[config.mk]
export PLATFORM = sky130hd
export DESIGN_NAME = bcd_counter_n
export DESIGN_NICKNAME = d
export VERILOG_FILES = /design/src/rtl/bcd_pkg.sv /design/src/rtl/bcd_digit_cell.sv /design/src/rtl/bcd_counter_n.sv
export SDC_FILE = /design/constraint.sdc
export NUM_CORES = 1
export LEC_CHECK = 0
export CAP_MARGIN = 0
export CORE_UTILIZATION = 53
export CTS_BUF_LIST = sky130_fd_sc_hd__clkbuf_8
export CTS_CLUSTER_DIAMETER = 60
export DETAILED_ROUTE_END_ITERATION = 6
export MAX_ROUTING_LAYER = met4
export PLACE_DENSITY = 0.87
export SLEW_MARGIN = 15
export SYNTH_ARGS = -nofsm -noshare
export SYNTH_HDL_FRONTEND = slang
export SYNTH_SLANG_ARGS = --single-unit
export TNS_END_PERCENT = 50
[constraint.sdc]
create_clock -name clk -period 5.5 [get_ports clk]
set_input_delay 1.1 -clock clk [delete_from_list [all_inputs] [get_ports clk]]
set_output_delay 1.1 -clock clk [all_outputs]
set_load 0.05 [all_outputs]
[src/rtl/bcd_pkg.sv]
// Shared constants and helpers for the multi-digit BCD counter.
package bcd_pkg;

  localparam logic [3:0] BCD_MAX = 4'd9;
  localparam logic [3:0] BCD_MIN = 4'd0;

  // Clamp an arbitrary nibble into the legal BCD range.
  function automatic logic [3:0] bcd_sanitize(input logic [3:0] d);
    if (d > BCD_MAX) begin
      return BCD_MAX;
    end else begin
      return d;
    end
  endfunction

endpackage

[src/rtl/bcd_digit_cell.sv]
// One BCD decade: next value and carry/borrow out for a single digit.
module bcd_digit_cell
  import bcd_pkg::*;
(
  input  logic [3:0] digit,
  input  logic       up,
  input  logic       en_in,
  output logic [3:0] next_digit,
  output logic       en_out
);

  // Increment or decrement when enabled; en_out marks the wrap of this digit.
  always_comb begin
    next_digit = digit;
    en_out     = 1'b0;
    if (en_in) begin
      if (up) begin
        if (digit == BCD_MAX) begin
          next_digit = BCD_MIN;
          en_out     = 1'b1;
        end else begin
          next_digit = digit + 4'd1;
          en_out     = 1'b0;
        end
      end else begin
        if (digit == BCD_MIN) begin
          next_digit = BCD_MAX;
          en_out     = 1'b1;
        end else begin
          next_digit = digit - 4'd1;
          en_out     = 1'b0;
        end
      end
    end else begin
      next_digit = digit;
      en_out     = 1'b0;
    end
  end

endmodule

[src/rtl/bcd_counter_n.sv]
// N-digit BCD up/down counter with wrap/saturate, cascade, sticky overflow
// and sanitised parallel load.
module bcd_counter_n
  import bcd_pkg::*;
#(
  parameter int unsigned DIGITS   = 32'd2,
  parameter int unsigned SATURATE = 32'd0
) (
  input  logic                  clk,
  input  logic                  resetn,
  input  logic                  clr,
  input  logic                  load,
  input  logic [4*DIGITS-1:0]   data_in,
  input  logic                  counter_on,
  input  logic                  counter_up,
  input  logic                  cnt_in,
  output logic [4*DIGITS-1:0]   count,
  output logic                  tc,
  output logic                  cnt_out,
  output logic                  ovf,
  output logic                  load_err
);

  logic [4*DIGITS-1:0] count_r;
  logic                tc_r;
  logic                ovf_r;
  logic                load_err_r;

  logic [4*DIGITS-1:0] next_s;
  logic [4*DIGITS-1:0] step_val_s;
  logic [4*DIGITS-1:0] load_val_s;
  logic                load_bad_s;
  logic [DIGITS:0]     carry_s;
  logic                at_term_s;
  logic                step_s;

  // The ripple carry out of the top digit is set exactly when every digit
  // sits at the terminal value for the current direction.
  assign carry_s[0] = 1'b1;
  assign at_term_s  = carry_s[DIGITS];
  assign step_s     = counter_on & cnt_in;
  assign cnt_out    = counter_on & cnt_in & at_term_s;

  for (genvar g = 0; g < DIGITS; g++) begin : g_digit
    bcd_digit_cell u_cell (
      .digit      (count_r[4*g +: 4]),
      .up         (counter_up),
      .en_in      (carry_s[g]),
      .next_digit (next_s[4*g +: 4]),
      .en_out     (carry_s[g+1])
    );
  end

  // Saturating builds hold the terminal value instead of wrapping.
  always_comb begin
    step_val_s = next_s;
    if ((SATURATE != 32'd0) && at_term_s) begin
      step_val_s = count_r;
    end else begin
      step_val_s = next_s;
    end
  end

  // Clamp each loaded digit and flag any that were out of range.
  always_comb begin
    load_val_s = {(4*DIGITS){1'b0}};
    load_bad_s = 1'b0;
    for (int i = 0; i < int'(DIGITS); i++) begin
      load_val_s[4*i +: 4] = bcd_sanitize(data_in[4*i +: 4]);
      if (data_in[4*i +: 4] > BCD_MAX) begin
        load_bad_s = 1'b1;
      end else begin
        load_bad_s = load_bad_s;
      end
    end
  end

  // Count register and status flags, priority clr > load > step > hold.
  always_ff @(posedge clk or negedge resetn) begin
    if (!resetn) begin
      count_r    <= {(4*DIGITS){1'b0}};
      tc_r       <= 1'b0;
      ovf_r      <= 1'b0;
      load_err_r <= 1'b0;
    end else if (clr) begin
      count_r    <= {(4*DIGITS){1'b0}};
      tc_r       <= 1'b0;
      ovf_r      <= 1'b0;
      load_err_r <= 1'b0;
    end else if (load) begin
      count_r    <= load_val_s;
      tc_r       <= 1'b0;
      load_err_r <= load_bad_s;
    end else if (step_s) begin
      count_r    <= step_val_s;
      tc_r       <= at_term_s;
      ovf_r      <= ovf_r | at_term_s;
      load_err_r <= 1'b0;
    end else begin
      tc_r       <= 1'b0;
      load_err_r <= 1'b0;
    end
  end

  assign count    = count_r;
  assign tc       = tc_r;
  assign ovf      = ovf_r;
  assign load_err = load_err_r;

endmodule

==> results.md, run 1 <==
* Worst-path clk slew at roughly 60 ps
* CTS Buf Count at 3
* Initial Utilization at between 60% and 70%
* CTS Sinks at 11
* Chip Width at 44.5 um
* CP Data Arrival Time at between 3000 and 4000 ps
* Slew at the pin closest to its max-slew limit at ~500 ps
* Worst Setup End Kind: primary output
* HP Class: reg -> reg
* Ys flop type: dfrtp_1
* Worst vdd ir at about 0.23 mV
* Yosys warns at 0
* Slowest stage cell, crit path: clkdlybuf4s50_1
* Startpoint Class: input port
* Seq/Total Area, Yosys at around 29%
* Most frequent CP cell: clkdlybuf4s50_1
* Post-DRT Antenna Nets at 0
* Layout cells sized above 1 at around 7%
* Root buffer cell: clkbuf_8
* Routed vias at roughly 960
* Pre-antenna DRT Iters at 4
* Max Cap Violations at 0
* Io pins at 27
* Synth top area share at ~29%
* Dpl hpwl at between 1500 and 2000 um
* Final Wtd Congestion at around 0.85
* Global-route wire length before repair at a little under 4000 um
* Core Util, Final at about four fifths
* Detailed router's first-iteration violation count at 42
* Post-Route WL at approximately 2400 um
* CP max stage delay at 820 ps
* P_leak at 0.519 nW
* Slew Limit Fails at 0
* Clock Latency Late Sink at about 250 ps
* Crit path kind: in -> out
* Pin count of the biggest net entering global routing at 17
* PortBufs at 26
* # diodes at 0
* Die height at ~44 um
* Synthesized cell area at between 900 and 1000 um2
* Ranking of synthesized cells by area: dfrtp_1 29%, ha_1 10%, a21oi_1 4.2%
* Status: complete, no violations
* Slew HR at around 66%
* Die Area at between 1500 and 2000 um2
* Core ar. at roughly 1600 um2
* Async SR Flop Fraction at 100%
* CTS tree: built
* Cell variety after synth at between 40 and 50
* # DRC at 0
* Clock tree buffer depth at 2
* Worst Clk Skew at roughly 6.6 ps
* Post-CTS Setup Bufs at 0
* Post-synth top area cell: dfrtp_1
* Power density of the placed cells at 246 nW/um2
* Mean Syn Cell Area at a little over 8 um2
* Final min period at between 4000 and 5000 ps
* Fmax at approximately 220 MHz
* Syn nets at between 100 and 150
* Crit-path cells: clkdlybuf4s50_1 -> buf_4 -> or3b_1 -> a211o_1 -> nor3_1 -> clkdlybuf4s50_1
* Fill count at 116
* Initial antenna violation count at 0
* Final TNS setup at 0 ps
* Gr ovfl total at 0
* Post-route clock period utilization at between 80 and 90%
* H-Tree Depth at 1
* RSZ-0062 raised after global routing: false
* WL/cell at 14.6 um
* Total power at just over 0.3 mW
* Post-cts sizing count at 0
* Top cells by count, synth: 11 x dfrtp_1, 9 x nand2_1, 9 x nor2_1
* Count leader, synth: dfrtp_1
* Critical Path RT at between 4000 and 5000 ps
* Final hold viol count at 0
* CTS Hold Buffers Added at 0
* Hold_ws at ~480 ps
* Overall global routing resource usage at 27.7%
* Worst Path Max Fanout at 16
* Seq cells post-synth at 11
* Syn Inst Count at about 120
* Rows at 14
* Post-synth EDFFs at 0
* Vias in the first global route at between 800 and 900
* Final layout net count at between 150 and 200
* Final setup fails at 0
* Area growth syn-to-layout at 30.6%
* Vias per inst at 5.91
-- worst max-delay path: cells and delay by family --
kind / cells / cell delay (ps)
AND/OR/NAND/NOR: 2 / 590
AO/OA/AOI/OAI: 1 / 360
buffers and inverters: 3 / 1410
-- worst paths after layout --
kind	startpoint	end	slack (ps)	cells after the start
worst max-delay path	counter_up	cnt_out	940	6
worst min-delay path	ovf$_DFFE_PN0P_	ovf$_DFFE_PN0P_	480	1
worst max register to register	count[0]$_DFFE_PN0P_	count[5]$_DFFE_PN0P_	3300	7
worst min register to register	ovf$_DFFE_PN0P_	ovf$_DFFE_PN0P_	480	1
max in group asynchronous	resetn	count[4]$_DFFE_PN0P_	3960	1
min in group asynchronous	resetn	count[2]$_DFFE_PN0P_	1190	1
-- state kept, by name, indices dropped and copies added (netlist names) --
| name | flops |
|---|---|
| load_err | 1 |
| count | 8 |
| tc | 1 |
| ovf | 1 |
-- cell families after synthesis --
kind of cell             Yosys count  share of synthesized area [%]
AND/OR/NAND/NOR                   38                           21.6
multiplexers                       2                           2.35
flip-flops                        11                           28.8
AO/OA/AOI/OAI                     37                           25.8
buffers and inverters             19                           9.28
XOR/XNOR                           2                           1.83
adder cells (fa/ha/maj)            8                           10.5
-- layer usage --
metal	vias up	GRT usage [%]	share of wire (%)
met3	3	4.90	6.0
li1	467	-	-
met1	453	36.6	46
met4	0	7.88	0.88
met2	41	43.5	47
met5	-	-	0
-- final cells by class --
| cell class | instances | area [um2] | share of cell area, % |
|---|---|---|---|
| multi-input combinational | 87 | 593 | 47.4 |
| sequential | 11 | 275 | 22.0 |
| timing repair buffer | 27 | 268 | 21.4 |
| clock buffer | 3 | 41.3 | 3.30 |
| inverter | 10 | 37.5 | 3.00 |
| tap | 24 | 30.0 | 2.40 |
| clock inverter | 1 | 5.00 | 0.400 |
-- layout by cell type, fill, tap and decap left out, types with 4 or more instances in the layout --
| cell type | n |
|---|---|
| dfrtp_1 | 11 |
| o21ai_0 | 5 |
| nor3_1 | 4 |
| clkdlybuf4s50_1 | 26 |
| a21oi_1 | 8 |
| ha_1 | 8 |
| nand2_1 | 9 |
| nor2_1 | 9 |
| inv_1 | 8 |
| o21ai_1 | 4 |
-- where the power goes --
group | internal, mW | switching, mW
clock | 0.0501 | 0.0376
combinational | 0.0482 | 0.0684
sequential | 0.0880 | 0.0148
-- metrics by stage --
step	worst slack (ps)	instance area, um2	cells
6_report	937	1250	163
5_1_grt	862	1250	163
4_1_cts	936	1250	163
3_5_place_dp	942	1200	159
3_3_place_gp	973	1200	159
2_1_floorplan	1370	957	117
Note: power is estimated with default switching activity, not from simulation.
==> run 2: changes to the inputs <==
--- a/config.mk
+++ b/config.mk
@@ -6,12 +6,12 @@
 export NUM_CORES = 1
 export LEC_CHECK = 0
 export CAP_MARGIN = 0
-export CORE_UTILIZATION = 53
+export CORE_UTILIZATION = 49
 export CTS_BUF_LIST = sky130_fd_sc_hd__clkbuf_8
 export CTS_CLUSTER_DIAMETER = 60
 export DETAILED_ROUTE_END_ITERATION = 6
 export MAX_ROUTING_LAYER = met4
-export PLACE_DENSITY = 0.87
+export PLACE_DENSITY = 0.82
 export SLEW_MARGIN = 15
 export SYNTH_ARGS = -nofsm -noshare
 export SYNTH_HDL_FRONTEND = slang
==> constraint.sdc (replaced) <==
create_clock -name clk -period 4.6 [get_ports clk]
set_input_delay 0.92 -clock clk [delete_from_list [all_inputs] [get_ports clk]]
set_output_delay 0.92 -clock clk [all_outputs]
set_load 0.05 [all_outputs]
==> run 2 against run 1 <==
Compared with the run above: via count increased by 0.31%; combinational power up 19%; first-iteration DRC count grew 9.5%; sequential share of layout area is 0.18 points higher; global-route usage shrank 0.79 points; non-clock buffer count decreased by 1; clock skew is 6.1 ps lower; critical path type unchanged.
==> results.md, run 2 (synthesis results as in run 1) <==
* Vias per inst at 5.93 (+0.31%)
* Power density of the placed cells at 289 nW/um2 (+18%)
* Pre-antenna DRT Iters at 4 (unchanged)
* Die Area at 2130 um2 (+7.8%)
* Final setup fails at 0 (unchanged)
* Die height at 46.2 um (+3.8%)
* Slew HR at 65.8% (+0.21 points)
* Vias in the first global route at 879 (-0.34%)
* H-Tree Depth at 1 (unchanged)
* Post-route clock period utilization at about four fifths
* Rows at 15 (+1)
* Final TNS setup at 0 ps (unchanged)
* Final Wtd Congestion at 0.931 (+9.8%)
* CTS Sinks at 11 (unchanged)
* Hold path cells at 1 (unchanged)
* Crit path kind: in -> out
* Pin count of the biggest net entering global routing at 17 (unchanged)
* Final layout net count at 162 (-0.61%)
* Most frequent cells in the layout: 25 x clkdlybuf4s50_1, 11 x dfrtp_1, 9 x inv_1, 9 x nand2_1, 9 x nor2_1
* Leading cell type in the layout, fill and taps excluded: clkdlybuf4s50_1
* Worst Clk Skew at 0.455 ps (-6.10 ps)
* Final min period at approximately 3800 ps
* Critical Path RT at 3680 ps (-720 ps)
* Post-DRT Antenna Nets at 0 (unchanged)
* Gr ovfl total at 0 (unchanged)
* Slew Limit Fails at 0 (unchanged)
* Post-CTS Setup Bufs at 0 (unchanged)
* Fmax at 266 MHz
* Status: complete, no violations
* # DRC at 0 (unchanged)
* Worst-case reg-to-reg path depth at 7 (unchanged)
* Final hold viol count at 0 (unchanged)
* Area growth syn-to-layout at 29.5%
* Max reg flops at 8 (unchanged)
* HP Class: reg -> reg
* Initial antenna violation count at 0 (unchanged)
* RSZ-0062 raised after global routing: false
* Worst Setup End Kind: primary output
* Routed vias at 967 (+0.31%)
* Startpoint Class: input port
* Worst-path clk slew at 50 ps (about the same)
* Slew at the pin closest to its max-slew limit at 512 ps (-3.14 ps)
* Initial Utilization at 53.7% (-6.4 points)
* Post-cts sizing count at 0 (unchanged)
* CP Data Arrival Time at 2840 ps (-620 ps)
* CTS Hold Buffers Added at 0 (unchanged)
* Final WS setup at 836 ps (-100 ps)
* Detailed router's first-iteration violation count at 46 (+9.5%)
* Post-Route WL at 2410 um (+1.0%)
* Core ar. at 1780 um2 (+12%)
* Worst Path Max Fanout at 16 (unchanged)
* Layout cells sized above 1 at 6.52% (-0.67 points)
* CTS tree: built
* WL/cell at 14.8 um (+1.0%)
* Max Cap Violations at 0 (unchanged)
* Worst vdd ir at 0.164 mV (-28%)
* P_leak at 0.518 nW (-0.26%)
* Clock tree buffer depth at 2 (unchanged)
* Io pins at 27 (unchanged)
* Placed Instance Area at 1190 um2 (-0.73%)
* Chip Width at 46.2 um (+3.8%)
* Final instance area at 1240 um2 (-0.80%)
* Overall global routing resource usage at 27.0% (-0.79 points)
* # diodes at 0 (unchanged)
* Clock Latency Late Sink at 240 ps (about the same)
* CTS Buf Count at 3 (unchanged)
* Dpl hpwl at 1870 um (+4.5%)
* Global-route wire length before repair at 3880 um (-0.18%)
* Pre-CTS setup slack at 841 ps (-101 ps)
* PortBufs at 26 (unchanged)
* Root buffer cell: clkbuf_8
## run 2: worst paths after layout
kind / startpoint / slack (ps) / endpoint
hold / removal: ovf$_DFFE_PN0P_ / 490 / ovf$_DFFE_PN0P_
hold reg to reg: ovf$_DFFE_PN0P_ / 490 / ovf$_DFFE_PN0P_
setup / recovery: counter_up / 840 / cnt_out
max in group asynchronous: resetn / 3250 / count[7]$_DFFE_PN0P_
setup reg to reg: count[0]$_DFFE_PN0P_ / 2410 / count[5]$_DFFE_PN0P_
min in group asynchronous: resetn / 1020 / load_err$_DFF_PN0_
## run 2: worst max-delay path: stages
cell and delay, ps:
clkdlybuf4s50_1 660, or3b_1 490, a211o_1 360, nor3_1 190, buf_4 230
## run 2: stage by stage
step           power (mW)  util, %  instances  hold slack, ps
5_1_grt             0.376     69.5        163             537
3_5_place_dp        0.263     67.0        159             494
4_1_cts             0.356     69.5        163             509
3_3_place_gp        0.259     67.0        159             465
2_1_floorplan       0.217        -        117             624
6_report            0.359     69.5        163             495
## run 2: metal layers
| layer | GRT usage (%) | routed length [um] |
|---|---|---|
| met1 | 34.8 | 1090 |
| met2 | 41.4 | 1110 |
| met3 | 3.53 | 160 |
| met4 | 12.4 | 43 |
| met5 | - | 0 |
## run 2: power breakdown
group / internal (mW) / switching [mW]
clock network: 0.0586 / 0.0368
registers: 0.105 / 0.0193
logic: 0.0571 / 0.0815
total: 0.221 / 0.138
## run 2: area by class of cell
cell class              count  area (um2)
fillers                   138         543
multi-input cells          87         593
inverters                  10        37.5
well taps                  25        31.3
flip-flops and latches     11         275
clock buffers               3        41.3
repair buffers             26         258
clock inverters             1        3.75
==> run 3: changes to the inputs <==
--- a/config.mk
+++ b/config.mk
@@ -6,12 +6,12 @@
 export NUM_CORES = 1
 export LEC_CHECK = 0
 export CAP_MARGIN = 0
-export CORE_UTILIZATION = 49
+export CORE_UTILIZATION = 44
 export CTS_BUF_LIST = sky130_fd_sc_hd__clkbuf_8
 export CTS_CLUSTER_DIAMETER = 60
 export DETAILED_ROUTE_END_ITERATION = 6
 export MAX_ROUTING_LAYER = met4
-export PLACE_DENSITY = 0.82
+export PLACE_DENSITY = 0.77
 export SLEW_MARGIN = 15
 export SYNTH_ARGS = -nofsm -noshare
 export SYNTH_HDL_FRONTEND = slang
==> constraint.sdc (replaced) <==
create_clock -name clk -period 3.3 [get_ports clk]
set_input_delay 0.66 -clock clk [delete_from_list [all_inputs] [get_ports clk]]
set_output_delay 0.66 -clock clk [all_outputs]
set_load 0.05 [all_outputs]
==> run 3 against run 2 <==
Compared with the run above: clock skew barely moved; setup slack got worse by 500 ps; via count rose by 1.0%; wire length fell by 1.8%; die area rose by 11%; combinational power rose by 39%; flip-flop and latch count did not move; sequential power rose by 38%; largest cell class unchanged; highest routed layer unchanged.
==> results.md, run 3 (synthesis results as in run 1) <==
* Worst Path Max Fanout at 6 (-10)
* Rows at 16 (+1)
* Max reg flops at 8 (unchanged)
* Slew at the pin closest to its max-slew limit at 517 ps (+5.36 ps)
* HP Class: reg -> reg
* # DRC at 0 (unchanged)
* Final setup fails at 0 (unchanged)
* Worst-path clk slew at 50 ps (about the same)
* Overall global routing resource usage at 23.3% (-3.6 points)
* Gr ovfl total at 0 (unchanged)
* Fmax at about 340 MHz
* Layout cells sized above 1 at 7.91% (+1.4 points)
* Routed vias at 977 (+1.0%)
* Final TNS setup at 0 ps (unchanged)
* Initial Utilization at 47.8% (-5.9 points)
* WL/cell at 14.2 um (-3.6%)
* Total power at 0.502 mW (+40%)
* Core ar. at 2000 um2 (+12%)
* Dpl hpwl at 1840 um (-1.4%)
* Worst-case reg-to-reg path depth at 7 (unchanged)
* Post-Route WL at 2360 um (-1.8%)
* Chip Width at 48.6 um (+5.3%)
* P_leak at 0.526 nW (+1.5%)
* PortBufs at 26 (unchanged)
* Clock Latency Late Sink at 240 ps (about the same)
* Die height at 48.6 um (+5.3%)
* Post-route clock period utilization at around nine tenths
* Status: complete, no violations
* Post-CTS Setup Bufs at 0 (unchanged)
* Hold path cells at 1 (unchanged)
* CTS Sinks at 11 (unchanged)
* H-Tree Depth at 1 (unchanged)
* Final layout net count at 163 (+0.62%)
* Worst Clk Skew at 0.485 ps (+0.0295 ps)
* Vias in the first global route at 872 (-0.80%)
* Slew HR at 65.4% (-0.36 points)
* Pre-antenna DRT Iters at 4 (unchanged)
* Worst vdd ir at 0.196 mV (+19%)
* Final hold viol count at 0 (unchanged)
* Final Wtd Congestion at 0.856 (-8.1%)
* Io pins at 27 (unchanged)
* Initial antenna violation count at 0 (unchanged)
* Slew Limit Fails at 0 (unchanged)
* Critical Path RT at 2640 ps (-1040 ps)
* Post-DRT Antenna Nets at 0 (unchanged)
* Max Cap Violations at 0 (unchanged)
* Worst Setup End Kind: primary output
* Clock tree buffer depth at 2 (unchanged)
* Detailed router's first-iteration violation count at 18 (-61%)
* CTS tree: built
* Die Area at 2370 um2 (+11%)
* # diodes at 0 (unchanged)
* Most frequent cells in the layout: 25 x clkdlybuf4s50_1, 11 x dfrtp_1, 9 x inv_1, 9 x nand2_1, 9 x nor2_1
* Power density of the placed cells at 396 nW/um2 (+37%)
* Crit path kind: reg -> out
* CP Data Arrival Time at 2300 ps (-540 ps)
* Final WS setup at 339 ps (-497 ps)
* Pin count of the biggest net entering global routing at 16 (-1)
* Startpoint Class: flip-flop
* Dpl cells at 162 (+1.9%)
* CTS Buf Count at 3 (unchanged)
* Post-Layout Cell Count at 166 (+1.8%)
* Global-route wire length before repair at 4120 um (+6.2%)
* Leading cell type in the layout, fill and taps excluded: clkdlybuf4s50_1
* Root buffer cell: clkbuf_8
* CTS Hold Buffers Added at 0 (unchanged)
* Vias per inst at 5.89 (-0.79%)
* Area growth syn-to-layout at 32.4%
* Final min period at approximately 3000 ps
* Pre-CTS setup slack at 371 ps (-470 ps)
* RSZ-0062 raised after global routing: false
* Post-cts sizing count at 0 (unchanged)
* Core Util, Final at 63.3% (-6.2 points)
run 3: cell types whose count changed in the layout (fill, tap and decap cells not counted):
cell,change
buf_12,+1
nor3_2,+1
nor3_1,-1
run 3: area by class of cell:
cell class                 count  area [um2]
multi-input combinational     87         598
fill                         191         734
sequential                    11         275
clock inverter                 1        3.75
timing repair buffer          27         278
inverter                      10        37.5
tap                           27        33.8
clock buffer                   3        41.3
run 3: critical path: stages, from the launching register on:
cell,delay (ps)
dfrtp_1,460
inv_1,180
ha_1,240
or3b_1,380
a211o_1,370
nor3_2,250
buf_12,170
run 3: report_power, final:
group / total, mW / internal (mW) / switching (mW)
clock: 0.136 / 0.0820 / 0.0539
sequential: 0.173 / 0.147 / 0.0266
combinational: 0.193 / 0.0808 / 0.112
run 3: worst paths after layout:
kind                                            from              endpoint  slack [ps]
worst max register to register  count[0]$_DFFE_PN0P_  count[5]$_DFFE_PN0P_        1040
max in group asynchronous                     resetn  count[5]$_DFFE_PN0P_        2190
worst min register to register       ovf$_DFFE_PN0P_       ovf$_DFFE_PN0P_         490
worst min-delay path                 ovf$_DFFE_PN0P_       ovf$_DFFE_PN0P_         490
min in group asynchronous                     resetn    load_err$_DFF_PN0_         760
worst max-delay path            count[0]$_DFFE_PN0P_               cnt_out         340
run 3: through the flow:
step           area (um2)  hold slack (ps)
6_report             1270              487
5_1_grt              1270              512
4_1_cts              1270              488
3_5_place_dp         1220              477
3_3_place_gp         1220              463
2_1_floorplan         962              364
run 3: routing by layer:
layer | wire length [um] | GRT usage, % | vias to the layer above | part of all wire (%)
met5 | 0 | - | - | 0
met4 | 36 | 8.82 | 0 | 1.5
met3 | 123 | 5.03 | 5 | 5.2
met2 | 1080 | 34.0 | 34 | 46
met1 | 1120 | 31.5 | 470 | 47
li1 | - | - | 468 | -
